[config.mk]
export PLATFORM = sky130hd
export DESIGN_NAME = uart_rx
export DESIGN_NICKNAME = d
export VERILOG_FILES = /design/src/rtl/uart_rx_pkg.sv /design/src/rtl/uart_rx_sync.sv /design/src/rtl/uart_rx.sv
export SDC_FILE = /design/constraint.sdc
export NUM_CORES = 1
export LEC_CHECK = 0
export ABC_AREA = 1
export BUFFER_PORTS_ARGS = -buffer_cell sky130_fd_sc_hd__buf_4
export CORE_ASPECT_RATIO = 1.4
export CORE_MARGIN = 2
export CORE_UTILIZATION = 53
export CTS_CLUSTER_SIZE = 20
export DETAILED_ROUTE_END_ITERATION = 10
export HOLD_SLACK_MARGIN = 0.12
export PLACE_DENSITY = 0.77
export SYNTH_ARGS = -nofsm -noshare
export SYNTH_HDL_FRONTEND = slang
export SYNTH_SLANG_ARGS = --single-unit
[constraint.sdc]
create_clock -name clk -period 2.69 [get_ports clk]
set_clock_uncertainty 0.1 [all_clocks]
set_input_delay 0.4035 -clock clk [delete_from_list [all_inputs] [get_ports clk]]
set_output_delay 0.4035 -clock clk [all_outputs]
set_load 0.005 [all_outputs]
[src/rtl/uart_rx_pkg.sv]
// uart_rx_pkg: shared types for the UART receiver.
//   uart_rx_state_t : receive FSM states (idle, start-bit check, data, stop).
package uart_rx_pkg;

   typedef enum logic [1:0] {
      ST_IDLE  = 2'd0,
      ST_START = 2'd1,
      ST_DATA  = 2'd2,
      ST_STOP  = 2'd3
   } uart_rx_state_t;

endpackage : uart_rx_pkg

[src/rtl/uart_rx_sync.sv]
// uart_rx_sync: 2-FF synchroniser for asynchronous inputs, reset to 1 (idle line).
// Ports:
//   clk   in          : destination clock
//   rst_n in          : asynchronous reset, active high
//   d     in  [WIDTH] : asynchronous input
//   q     out [WIDTH] : synchronised output
module uart_rx_sync #(
   parameter int unsigned WIDTH = 1
) (
   input  logic             clk,
   input  logic             rst_n,
   input  logic [WIDTH-1:0] d,
   output logic [WIDTH-1:0] q
);

   logic [WIDTH-1:0] meta;

   always_ff @(posedge clk or posedge rst_n) begin
      if (rst_n) begin
         meta <= '1;
         q    <= '1;
      end else begin
         meta <= d;
         q    <= meta;
      end
   end

endmodule : uart_rx_sync

[src/rtl/uart_rx.sv]
// uart_rx: 8N1 UART receiver. Deserialises frames from rx into bytes.
// Ports:
//   clk          in     : main clock (CLK_F Hz)
//   rst_n        in     : asynchronous reset, active high
//   rx           in     : serial input, asynchronous, idle high
//   rx_pdata     out[8] : last correctly framed byte, held until the next good frame
//   rx_pdvalid   out    : one-cycle pulse when rx_pdata is updated
//   rx_frame_err out    : one-cycle pulse when the stop bit is sampled low
//   rx_busy      out    : high while the FSM is not idle
module uart_rx
   import uart_rx_pkg::*;
#(
   parameter int unsigned CLK_F  = 50000000,
   parameter int unsigned UART_B = 9600
) (
   input  logic       clk,
   input  logic       rst_n,
   input  logic       rx,
   output logic [7:0] rx_pdata,
   output logic       rx_pdvalid,
   output logic       rx_frame_err,
   output logic       rx_busy
);

   localparam int unsigned BAUD_CNT_MAX = CLK_F / UART_B;
   localparam int unsigned BAUD_HALF    = BAUD_CNT_MAX / 2;
   localparam logic [15:0] BAUD_LAST    = 16'(BAUD_CNT_MAX - 1);
   localparam logic [15:0] HALF_LAST    = 16'(BAUD_HALF - 1);

   logic           rx_s;
   logic           rx_d;
   logic           fall;

   uart_rx_state_t state,    state_nxt;
   logic [15:0]    baud_cnt, baud_nxt;
   logic [2:0]     bit_cnt,  bit_nxt;
   logic [7:0]     shift,    shift_nxt;
   logic [7:0]     pdata_nxt;
   logic           valid_nxt;
   logic           ferr_nxt;

   uart_rx_sync #(.WIDTH(1)) u_sync (
      .clk   (clk),
      .rst_n (rst_n),
      .d     (rx),
      .q     (rx_s)
   );

   always_ff @(posedge clk or posedge rst_n) begin
      if (rst_n) rx_d <= 1'b1;
      else       rx_d <= rx_s;
   end

   assign fall = rx_d & ~rx_s;

   always_comb begin
      state_nxt = state;
      baud_nxt  = baud_cnt;
      bit_nxt   = bit_cnt;
      shift_nxt = shift;
      pdata_nxt = rx_pdata;
      valid_nxt = 1'b0;
      ferr_nxt  = 1'b0;
      case (state)
         ST_IDLE: begin
            if (fall) begin
               state_nxt = ST_START;
               baud_nxt  = '0;
            end
         end
         ST_START: begin
            // Re-check the start bit at its mid-point; a high line here is a glitch.
            if (baud_cnt == HALF_LAST) begin
               baud_nxt = '0;
               if (!rx_s) begin
                  state_nxt = ST_DATA;
                  bit_nxt   = '0;
               end else begin
                  state_nxt = ST_IDLE;
               end
            end else begin
               baud_nxt = baud_cnt + 16'd1;
            end
         end
         ST_DATA: begin
            if (baud_cnt == BAUD_LAST) begin
               baud_nxt  = '0;
               shift_nxt = {rx_s, shift[7:1]};
               bit_nxt   = bit_cnt + 3'd1;
               if (bit_cnt == 3'd7) state_nxt = ST_STOP;
            end else begin
               baud_nxt = baud_cnt + 16'd1;
            end
         end
         ST_STOP: begin
            // Leave at the stop-bit mid-point so a back-to-back start edge is caught.
            if (baud_cnt == BAUD_LAST) begin
               baud_nxt  = '0;
               state_nxt = ST_IDLE;
               if (rx_s) begin
                  pdata_nxt = shift;
                  valid_nxt = 1'b1;
               end else begin
                  ferr_nxt  = 1'b1;
               end
            end else begin
               baud_nxt = baud_cnt + 16'd1;
            end
         end
         default: state_nxt = ST_IDLE;
      endcase
   end

   always_ff @(posedge clk or posedge rst_n) begin
      if (rst_n) begin
         state        <= ST_IDLE;
         baud_cnt     <= '0;
         bit_cnt      <= '0;
         shift        <= '0;
         rx_pdata     <= '0;
         rx_pdvalid   <= 1'b0;
         rx_frame_err <= 1'b0;
         rx_busy      <= 1'b0;
      end else begin
         state        <= state_nxt;
         baud_cnt     <= baud_nxt;
         bit_cnt      <= bit_nxt;
         shift        <= shift_nxt;
         rx_pdata     <= pdata_nxt;
         rx_pdvalid   <= valid_nxt;
         rx_frame_err <= ferr_nxt;
         // Decoded from the next state so busy tracks the state register exactly.
         rx_busy      <= (state_nxt != ST_IDLE);
      end
   end

endmodule : uart_rx

# Yosys cells after proc, flatten, opt, wreduce, memory -nomap -nowiden
# Index checks and enable logic that the tools add are counted.
[word_totals]
ff_bits = 43
[classes]
addsub = 2
eq_ne = 10
muxes = 21
bitwise = 2
n_reduce_logical = 7
[ops]
columns = ["cell", "count"]
rows = [
  ["$mux 16", 3],
  ["$pmux 16 s3", 1],
  ["$add 16x1->16 const B", 1],
  ["$eq 16x12->1 const B", 1],
  ["$eq 16x13->1 const B", 1],
  ["$mux 2", 6],
  ["$mux 3", 3],
  ["$ne 2x2->1 const B", 4],
  ["$pmux 2 s4", 1],
  ["$mux 1", 6],
  ["$pmux 3 s2", 1],
  ["$eq 2x2->1 const B", 2],
  ["$reduce_and 4->1", 1],
  ["$reduce_bool 2->1", 2],
  ["$add 3x1->3 const B", 1],
  ["$eq 3x3->1 const B", 1],
  ["$reduce_and 3->1", 1],
  ["$eq 2x1->1 const B", 1],
  ["$logic_not 2->1", 1],
  ["$reduce_and 2->1", 1],
  ["$reduce_or 2->1", 1],
  ["$and 1x1->1", 1],
  ["$not 1->1", 1],
]

# Logic depth before layout (Yosys ltp)
# Gate-level depths: netlist of run 1.
[logic_depth]
ltp_word = 5
mapped_depth = 11

# By module
# From an unflattened synthesis of run 1, not the netlist that was laid out.
[unflattened]
cells_unflattened = 260
hier_area_um2 = 2088.3
[modules_own_cells]
columns = ["module", "n_inst", "cells_each", "area_each_um2", "seq_area_each_um2"]
rows = [
  ["uart_rx", 1, 257, 2031.9, 1027.2],
  ["uart_rx_sync", 1, 3, 56.3, 52.6],
]

# Worst setup path after synthesis of run 1
# Ideal clock, no wire load.
[synth_timing]
path_kind = "reg-to-reg"
startpoint = "register baud_cnt[0]"
endpoint = "register rx_pdata[1]"
setup_time_ps = 117
arrival_ps = 1407
required_time_ps = 2473
path_slack_ps = 1066
path_stages_with_launch = 12
path_buffers = 1
period_less_slack_ps = 1624
path_cell_list = "dfrtp_1 ha_1 nand2_2 inv_2 nand2_1 nor2_4 nand2_4 inv_2 nand3_4 buf_6 nand2_2 o21ai_2"
[synth_between]
elab_chain_len = 2
[synth_rtl]
columns = ["item", "line_no", "rtl"]
rows = [
  ["start: declaration", "uart_rx.sv:35", "logic [15:0] baud_cnt, baud_nxt;"],
  ["start signal: assignment", "uart_rx.sv:126", "baud_cnt <= baud_nxt;"],
  ["$eq 16x13->1", "uart_rx.sv:97", "if (baud_cnt == BAUD_LAST) begin"],
  ["$reduce_and 3->1 (no source line)", "n/a", ""],
  ["end signal: assignment", "uart_rx.sv:129", "rx_pdata <= pdata_nxt;"],
  ["end: declaration", "uart_rx.sv:19", "output logic [7:0] rx_pdata,"],
]
# No other way between the ends.
# A chain may end at the register's enable or synchronous reset.

# Final worst setup path of run 1
[layout_timing]
startpoint = "register baud_cnt[0]"
endpoint = "register bit_cnt[0]"
[layout_between]
elab_chain_len = 3
elab_cells_between_ends = 5
cone_classes = "4 x eq/ne; 1 x reduce/logical"
[layout_rtl]
columns = ["item", "line_no", "rtl"]
rows = [
  ["$eq 16x13->1 or $eq 16x12->1 (tied branches)", "uart_rx.sv:86, uart_rx.sv:73", ""],
  ["$ne 2x2->1 (no source line)", "n/a", ""],
  ["$reduce_and 4->1 (no source line) (*)", "n/a", ""],
  ["end signal: assignment", "uart_rx.sv:127", "bit_cnt <= bit_nxt;"],
  ["end: declaration", "uart_rx.sv:36", "logic [2:0] bit_cnt, bit_nxt;"],
]
# Every way passes the cells marked *; elsewhere a longest branch is shown, timed or not.

==> results.tsv, run 1 <==
metric	value	unit
area share of the largest cell type after synthesis	45.0	%
setup_tns	0	ps
type of the tightest min-delay check	in -> async	
Port Buffer Count	13	
share of layout cells above drive strength 1	21.3	%
Worst EP required	2780	ps
FF-to-FF End	bit_cnt[0]$_DFFE_PP0P_	
first-pass GRT wire length	7930	µm
Crit Path Max Fanout	17	
worst reg2reg path startpoint	baud_cnt[0]$_DFFE_PP0P_	
Worst Path Arrival	1870	ps
RSZ-0062 raised after global routing	no	
post-CTS sizing	0	
startpoint types	register	
slew margin rel.	41.8	%
H-tree Lvls	2	
CTS tree	done	
# DRC	0	
Distinct cells, synth	31	
TritonCTS buffer count	5	
First-pass DRT Iterations	4	
status	complete, no violations	
via count	1753	
die height	80.7	µm
vias in the first global route	1831	
Vias per Instance	5.33	
# clock sinks	43	
Iter 0 DRT Violations	61	
GPL Wtd Cong	0.905	
Die X	58.8	µm
DR WL/cell	12.8	µm
Max Cap Viol	0	
Yosys top cell by area	dfrtp_1	
crit path time final	1780	ps
Starting Density	55.8	%
Leak	1.20	nW
Finished Core Util	61.4	%
worst hold slack	190	ps
Core Area	3990	µm²
pwr dens	615	nW/µm²
Cell Area, Synth	2230	µm²
f_max	560	MHz
CTS Buffer Depth	2	
grt ovf	0	
Setup crit end kind	register	
largest net degree at the start of global routing	26	
Synth warnings	0	
number of synthesized register bits	43	
final setup fails	0	
Hold Vio Cnt, Final	0	
WS Path Type	reg -> reg	
CTS clk-pin slew, worst paths	80	ps
Antenna Cells	0	
CP Capture Point	bit_cnt[0]$_DFFE_PP0P_	
Syn Area/Cell	8.37	µm²
Routed WL	4200	µm
cell count after synthesis	266	
nets	291	
Worst-Skew Late Latency	300	ps
post-detail-place hpwl	3140	µm
post-CTS setup buffers	0	
Slew @ Worst Pin	872	ps
GRT Total Usage	21.9	%
DRT antenna net count	0	
Syn Nets	272	
initial antenna violation count	0	
top cells by area, synth	dfrtp_1, nand2_1, inv_1	
full die area	4740	µm²
CTS root buf	clkbuf_8	
crit share post-route	66.3	%
Final Slew Violations	0	
Cell Area, Placed	2350	µm²
r2r worst-path depth	10	
reg-to-reg slack, setup	910	ps
Finished Cell Area	2450	µm²
Rows	27	
Crit. Startpoint	baud_cnt[0]$_DFFE_PP0P_	
worst vdd ir	482	µV
post-synthesis sequential area ratio	48.5	%
P&R area growth vs syn	10.0	%
Post-CTS Hold Buffers	1	
IO Pins	14	
state kept, by name (all words and copies together) (netlist names):
register	cells
rx_pdvalid	1
rx_pdata	8
u_sync.q	1
rx_busy	1
shift	8
baud_cnt	16
bit_cnt	3
state	2
u_sync.meta	1
rx_d	1
rx_frame_err	1
stage by stage:
step / power (mW) / worst slack [ps] / std cells
floorplan: 1.04 / 1070 / 266
global placement: 1.11 / 948 / 320
detailed placement: 1.12 / 921 / 320
CTS: 1.52 / 890 / 329
global route: 1.60 / 720 / 329
finish: 1.51 / 906 / 329
metal layers:
layer  up-vias  track usage (%)  wire (µm)
li1        888                -          -
met1       825             25.9       1830
met2        29             36.3       2140
met3        11             4.35        101
met4         0             12.0        127
met5         -                0          0
synth_stat cells, drive strengths merged:
cell type and number:
a21oi 2, a31oi 1, buf 4, clkinv 3, dfrtp 40, dfstp 3
ha 3, inv 40, nand2 73, nand3 16, nand4 9, nor2 26
nor3 7, o211ai 2, o21ai 31, o21bai 1, o22ai 2, xor2 3
worst min-delay path by stage:
stage / to / slack (ps) / cells past startpoint
final: rx_pdata[0]$_DFFE_PP0P_ / 190 / 2
after global routing: u_sync.q$_DFF_PP1_ / 270 / 0
after CTS: rx_pdata[0]$_DFFE_PP0P_ / 220 / 2
after detailed placement: u_sync.q$_DFF_PP1_ / 250 / 0
after global placement: u_sync.q$_DFF_PP1_ / 250 / 0
after floorplan: u_sync.q$_DFF_PP1_ / 250 / 0
critical path, cell delays in order, from the launching register on:
cell	delay, ps
dfrtp_1	400
ha_1	230
nand2_2	100
inv_2	60
nand2_1	80
nor2_4	140
nand2_4	90
nor2_8	220
o21ai_1	150
nand2_1	80
nand2_1	50
area by class of cell:
type	count	area, µm²
timing repair buffer	16	123
tap	43	53.8
fill	356	1540
clock inverter	2	12.5
clock buffer	6	72.6
sequential	43	1080
multi-input combinational	176	946
inverter	43	161
report_power, final:
| group | leakage (nW) | internal [mW] | total (mW) | switching (mW) |
|---|---|---|---|---|
| clock | 0.0412 | 0.181 | 0.396 | 0.215 |
| sequential | 0.565 | 0.708 | 0.804 | 0.0963 |
| combinational | 0.599 | 0.111 | 0.306 | 0.195 |
| total | 1.20 | 1.00 | 1.51 | 0.506 |
cells in the final DEF (no fill, tap or decap), drive strengths merged, types with 2 or more instances in the layout:
master and instances:
nand4 9, buf 15, clkinv 4, inv 40, ha 3, a21oi 2, dfrtp 40, dfstp 3
clkbuf 6, nor3 7, o21ai 31, xor2 3, o22ai 2, nor2 26, o211ai 2, nand3 16
nand2 73
logic make-up after synthesis:
group / count (synthesis) / synth area share, %
xor gates and xnor gates: 3 / 1.18
buffers and inverters: 47 / 8.99
AOI/OAI and AO/OA: 39 / 10.6
and+or+nand+nor: 131 / 29.0
DFF: 43 / 48.5
adders and majority gates: 3 / 1.69
No activity file was read; power rests on OpenSTA's default activity.
==> run 2: changes to the inputs <==
PLACE_DENSITY = 0.8   (was 0.77)
clock period = 1.5 ns   (was 2.69 ns; I/O delays follow)
==> results.tsv, run 2 (synthesis results as in run 1) <==
metric	value	unit	change
Routed WL	8220	µm	+96%
Core Area	3990	µm²	unchanged
Rows	27		unchanged
Max Cap Viol	0		unchanged
worst reg2reg path startpoint	baud_cnt[14]$_DFFE_PP0P_		
reg-to-reg slack, setup	-390	ps	-1300 ps
DR WL/cell	21.9	µm	+72%
TritonCTS buffer count	5		unchanged
share of layout cells above drive strength 1	44.9	%	+24 points
crit path time final	1890	ps	+109 ps
register area	1080	µm²	+0.12%
Slew @ Worst Pin	537	ps	-335 ps
Worst Path Arrival	1980	ps	+110 ps
Internal Power	2.30	mW	+130%
slew margin rel.	64.1	%	+22 points
initial antenna violation count	0		unchanged
commonest non-fill, non-tap cell in the layout	buf_4		
Final WS setup	-394	ps	-1300 ps
Die X	58.8	µm	unchanged
Finished Layout Cells	375		+14%
die height	80.7	µm	unchanged
net switching power	1.33	mW	+160%
Clk pwr share	26.2	%	about the same
First-pass DRT Iterations	6		+2
grt ovf	0		unchanged
fillers	210		-41%
largest register by flop count	baud_cnt		
Iter 0 DRT Violations	313		+410%
Antenna Cells	0		unchanged
area of the multi-input gates	1200	µm²	+27%
Final Slew Violations	0		unchanged
via count	2405		+37%
Largest regs	baud_cnt: 16 flops, rx_pdata: 8 flops, shift: 8 flops		
CTS Buffer Depth	2		unchanged
post-detail-place hpwl	3780	µm	+20%
Starting Density	55.8	%	unchanged
final setup fails	40		+40
Finished Core Util	78.2	%	+17 points
CTS clk-pin slew, worst paths	100	ps	+20 ps
pwr dens	1170	nW/µm²	+89%
CTS tree	done		
Finished Cell Area	3120	µm²	+27%
Hold Vio Cnt, Final	0		unchanged
GRT Total Usage	30.0	%	+8.2 points
most frequent cells in the layout	buf_4, nand2_1, dfrtp_1, inv_1, nand2_2		
H-tree Lvls	2		unchanged
CTS root buf	clkbuf_8		
Hold Path Sink	u_sync.q$_DFF_PP1_		
GPL Wtd Cong	1.06		+17%
Inst Count DP	351		+9.7%
setup_tns	-10550	ps	-10550 ps
RSZ-0062 raised after global routing	yes		
sequential fraction of design power	39.9	%	-14 points
largest net degree at the start of global routing	44		+69%
Leak	1.54	nW	+27%
Worst-Skew Late Latency	310	ps	about the same
full die area	4740	µm²	unchanged
IO Pins	14		unchanged
Gate power share	33.8	%	+13 points
hold path depth	0		
Switching Share	36.6	%	+3.0 points
Crit Path Max Fanout	3		-14
P&R area growth vs syn	40.0	%	
worst vdd ir	853	µV	+77%
Port Buffer Count	13		unchanged
Vias per Instance	6.41		+20%
status	complete, but fails checks		
# DRC	0		unchanged
first-pass GRT wire length	10500	µm	+33%
type of the tightest min-delay check	reg -> reg		
hold path start	u_sync.meta$_DFF_PP1_		
Cell Area, Placed	2620	µm²	+11%
Worst EP required	1590	ps	-1190 ps
WS Path Type	reg -> reg		
r2r worst-path depth	8		-2
Power Total	3.63	mW	+140%
f_max	528	MHz	-5.8%
vias in the first global route	2313		+26%
crit share post-route	126	%	+60 points
max reg flops	16		unchanged
FF-to-FF End	rx_busy$_DFF_PP0_		
DRT antenna net count	0		unchanged
nets	337		+16%
startpoint types	register		
Setup crit end kind	register		
# clock sinks	43		unchanged
failing checks	setup timing		
[run 2: cell count changes in the layout (fill, tap and decap cells not counted), sizes merged]
cell         previous run  this run
nand3                  16        17
inv                    40        41
clkinvlp                1         0
dlygate4sd3             1         2
nand2                  73        74
buf                    15        57
bufinv                  0         1
[run 2: how the worst max path moves through the flow]
stage | from | endpoint
after detailed placement | baud_cnt[1]$_DFFE_PP0P_ | shift[6]$_DFFE_PP0P_
after floorplan | baud_cnt[0]$_DFFE_PP0P_ | rx_pdata[1]$_DFFE_PP0P_
final | baud_cnt[14]$_DFFE_PP0P_ | rx_busy$_DFF_PP0_
after global placement | baud_cnt[0]$_DFFE_PP0P_ | bit_cnt[1]$_DFFE_PP0P_
after CTS | baud_cnt[0]$_DFFE_PP0P_ | shift[5]$_DFFE_PP0P_
after global routing | baud_cnt[14]$_DFFE_PP0P_ | rx_busy$_DFF_PP0_
[run 2: timing repair]
action	4_1_cts	5_1_grt
setup endpoints to repair	38	40
buffers inserted	5	6
resized for setup	24	41
gates cloned	2	1
pin swaps	4	14
endpoints found under the hold margin	41	0
hold buffers	2	0
[run 2: metal layers]
| metal | track usage, % | vias up | wire, µm |
|---|---|---|---|
| met5 | 0 | - | 0 |
| met1 | 31.2 | 1116 | 2760 |
| li1 | - | 983 | - |
| met2 | 51.3 | 221 | 4090 |
| met4 | 21.6 | 0 | 667 |
| met3 | 7.09 | 85 | 712 |
[run 2: per-stage QoR]
step	hold WS [ps]	setup slack [ps]
2_1_floorplan	129	-67.0
3_3_place_gp	208	-134
3_5_place_dp	219	-190
4_1_cts	263	-179
5_1_grt	265	-478
6_report	260	-394
[run 2: area by class of cell]
cell class | count | share of cell area [%]
clock buffer | 5 | 2.21
sequential | 43 | 34.7
multi-input combinational | 178 | 38.6
tap | 43 | 1.73
timing repair buffer | 60 | 16.2
inverter | 43 | 5.18
clock inverter | 3 | 1.41
[run 2: worst max-delay path, cell delays in order, from the launching register on]
cell	delay, ps
dfrtp_1	440
nor2_1	230
nand2_1	150
nor2_1	250
nand2_4	120
o21bai_1	140
nand3_1	130
nand2_2	120
nand2_1	100
[run 2: power groups by stage]
stage	Clock [mW]	Sequential, mW	Combinational (mW)
floorplan	0	1.42	0.459
global placement	0	1.41	0.810
detailed placement	0	1.41	0.837
CTS	0.918	1.40	0.925
global route	0.994	1.46	1.30
finish	0.954	1.45	1.23
==> run 3: changes to the inputs <==
MAX_ROUTING_LAYER = met4   (was not set)
SYNTH_HIERARCHICAL = 1   (was not set)
==> results.tsv, run 3 <==
metric	value	unit	change
worst reg2reg path startpoint	baud_cnt[1]$_DFFE_PP0P_		
commonest non-fill, non-tap cell in the layout	nand2_1		
DRT antenna net count	0		unchanged
RSZ-0062 raised after global routing	yes		
largest register by flop count	baud_cnt		
first-pass GRT wire length	7890	µm	-25%
startpoint types	register		
Cell Area, Synth	2090	µm²	-6.2%
delay-heaviest family, CP	simple AND/OR/NAND/NOR gates		
Routed WL	4870	µm	-41%
count leader, synth	nand2_1		
Final Slew Violations	0		unchanged
Syn Nets	266		-2.2%
Yosys top cell by area	dfrtp_1		
Commonest cells post-synth	nand2_1, dfrtp_1, inv_1		
Worst EP required	1590	ps	about the same
Worst Path Arrival	1720	ps	-260 ps
Cell Area, Placed	2500	µm²	-4.5%
type of the tightest min-delay check	reg -> reg		
DR WL/cell	13.4	µm	-39%
final setup fails	39		-2.5%
worst vdd ir	962	µV	+13%
dominant synthesized flop cell	dfrtp_1		
Core Area	3850	µm²	-3.4%
r2r worst-path depth	11		+3
IO Pins	14		unchanged
cell count after synthesis	260		-2.3%
Hold Vio Cnt, Final	0		unchanged
Cell Chain, Critical Path	ha_4 > nand2_1 > inv_1 > nand2_1 > nor2_1 > nand2_1 > buf_6 > o21bai_1 > nand3_1 > nand2_1 > nand2_1		
f_max	616	MHz	+17%
nets	325		-3.6%
Vias per Instance	5.15		-20%
CTS tree	done		
Setup crit end kind	register		
post-detail-place hpwl	3250	µm	-14%
failing checks	setup timing		
worst slack, placed	-172	ps	+17.9 ps
Synth warnings	6		+6
most frequent cells in the layout	nand2_1, buf_4, dfrtp_1, inv_1, o21ai_1		
Worst-Skew Late Latency	300	ps	about the same
Port Buffer Count	13		unchanged
number of synthesized register bits	43		unchanged
# DRC	0		unchanged
pwr dens	1050	nW/µm²	-10%
ys async rst share	100	%	unchanged
crit share post-route	108	%	-18 points
slew margin rel.	82.0	%	+18 points
GPL Wtd Cong	0.959		-9.3%
P&R area growth vs syn	32.5	%	
Antenna Cells	0		unchanged
WS Path Type	reg -> reg		
Crit Path Max Fanout	3		unchanged
max reg flops	16		unchanged
CTS root buf	clkbuf_8		
Finished Core Util	71.8	%	-6.4 points
FF-to-FF End	rx_busy$_DFF_PP0_		
via count	1871		-22%
vias in the first global route	1778		-23%
buffers and inverters on the worst path	2		+2
Final WS setup	-124	ps	+269 ps
reg-to-reg slack, setup	-120	ps	+270 ps
Finished Cell Area	2770	µm²	-11%
Largest regs	baud_cnt: 16 flops, rx_pdata: 8 flops, shift: 8 flops		
slowest stage delay, CP	410	ps	-30 ps
hold path depth	0		unchanged
number of synthesized flops with an enable pin	0		unchanged
CTS clk-pin slew, worst paths	70	ps	-30 ps
TritonCTS buffer count	5		unchanged
Rows	27		unchanged
status	complete, but fails checks		
largest net degree at the start of global routing	42		-4.5%
cell mode on critical path	nand2_1		
H-tree Lvls	2		unchanged
full die area	4470	µm²	-5.8%
area share of the largest cell type after synthesis	47.9	%	+3.0 points
Slew @ Worst Pin	267	ps	-270 ps
First-pass DRT Iterations	4		-2
top cells by area, synth	dfrtp_1, nand2_1, inv_1		
Leak	1.39	nW	-9.5%
Syn Area/Cell	8.03	µm²	-4.0%
slowest CP cell	dfrtp_1		
Die X	57.1	µm	-2.9%
# clock sinks	43		unchanged
Starting Density	54.2	%	-1.6 points
hold path start	u_sync/meta$_DFF_PP1_		
grt ovf	0		unchanged
Hold Path Sink	u_sync/q$_DFF_PP1_		
CTS Buffer Depth	2		unchanged
Distinct cells, synth	27		-13%
Iter 0 DRT Violations	80		-74%
share of layout cells above drive strength 1	28.4	%	-16 points
GRT Total Usage	24.1	%	-5.9 points
initial antenna violation count	0		unchanged
die height	78.3	µm	-3.0%
Max Cap Viol	0		unchanged
crit path time final	1620	ps	-269 ps
post-synthesis sequential area ratio	51.7	%	+3.2 points
==> run 3: changes by cell type after synthesis, sizes merged, moves of 3 or more <==
cell,previous run,this run
inv,40,37
nand2,73,82
nand4,9,2
nor2,26,22
o21ai,31,27
xor2,3,6
==> run 3: worst max-delay path by stage <==
stage	startpoint	endpoint	slack (ps)	cells after the start
floorplan	baud_cnt[0]$_DFFE_PP0P_	rx_pdata[1]$_DFFE_PP0P_	-110	9
global placement	baud_cnt[0]$_DFFE_PP0P_	baud_cnt[10]$_DFFE_PP0P_	-100	10
detailed placement	baud_cnt[1]$_DFFE_PP0P_	baud_cnt[10]$_DFFE_PP0P_	-170	10
CTS	baud_cnt[1]$_DFFE_PP0P_	rx_pdata[7]$_DFFE_PP0P_	-80	10
global route	baud_cnt[1]$_DFFE_PP0P_	rx_busy$_DFF_PP0_	-240	11
finish	baud_cnt[1]$_DFFE_PP0P_	rx_busy$_DFF_PP0_	-120	11
==> run 3: cells by family after synthesis <==
| logic type | share of synthesized area [%] |
|---|---|
| AO/OA/AOI/OAI | 8.81 |
| XOR/XNOR | 2.94 |
| adder cells (fa/ha/maj) | 1.80 |
| buffers and inverters | 7.79 |
| flip-flops | 51.7 |
| AND/OR/NAND/NOR | 27.0 |
==> run 3: layout make-up <==
class	instances	area, µm²
fill	307	1080
sequential	43	1080
multi-input combinational	176	942
timing repair buffer	54	444
inverter	38	155
clock buffer	6	72.6
tap	43	53.8
clock inverter	2	12.5
timing repair inverter	1	6.26
==> run 3: what timing repair did <==
item	4_1_cts	5_1_grt
setup buffers	3	2
cloned	2	0
setup endpoints to repair	37	40
pin swaps	10	3
endpoints found under the hold margin	44	0
resized for setup	32	14
hold buffers	2	0
==> run 3: per-stage QoR <==
step           hold WS, ps  TNS, ps  cells  power (mW)
2_1_floorplan         36.5     -964    260        1.71
3_3_place_gp           167    -1130    346        1.96
3_5_place_dp           168    -2340    346        1.97
4_1_cts                262    -1540    361        2.76
5_1_grt                264    -6500    363        3.06
6_report               260    -3320    363        2.90
==> run 3: metal layers <==
| layer | track usage (%) | wire length, µm | up-vias |
|---|---|---|---|
| met1 | 25.4 | 1920 | 856 |
| met5 | - | 0 | - |
| met2 | 41.1 | 2530 | 58 |
| met3 | 5.44 | 220 | 18 |
| met4 | 13.5 | 199 | 0 |
| li1 | - | - | 939 |
==> run 3: power breakdown <==
part           total [mW]  switching (mW)  internal, mW
logic               0.802           0.407         0.395
registers            1.39           0.128          1.27
clock network       0.709           0.384         0.325
total                2.90           0.919          1.98
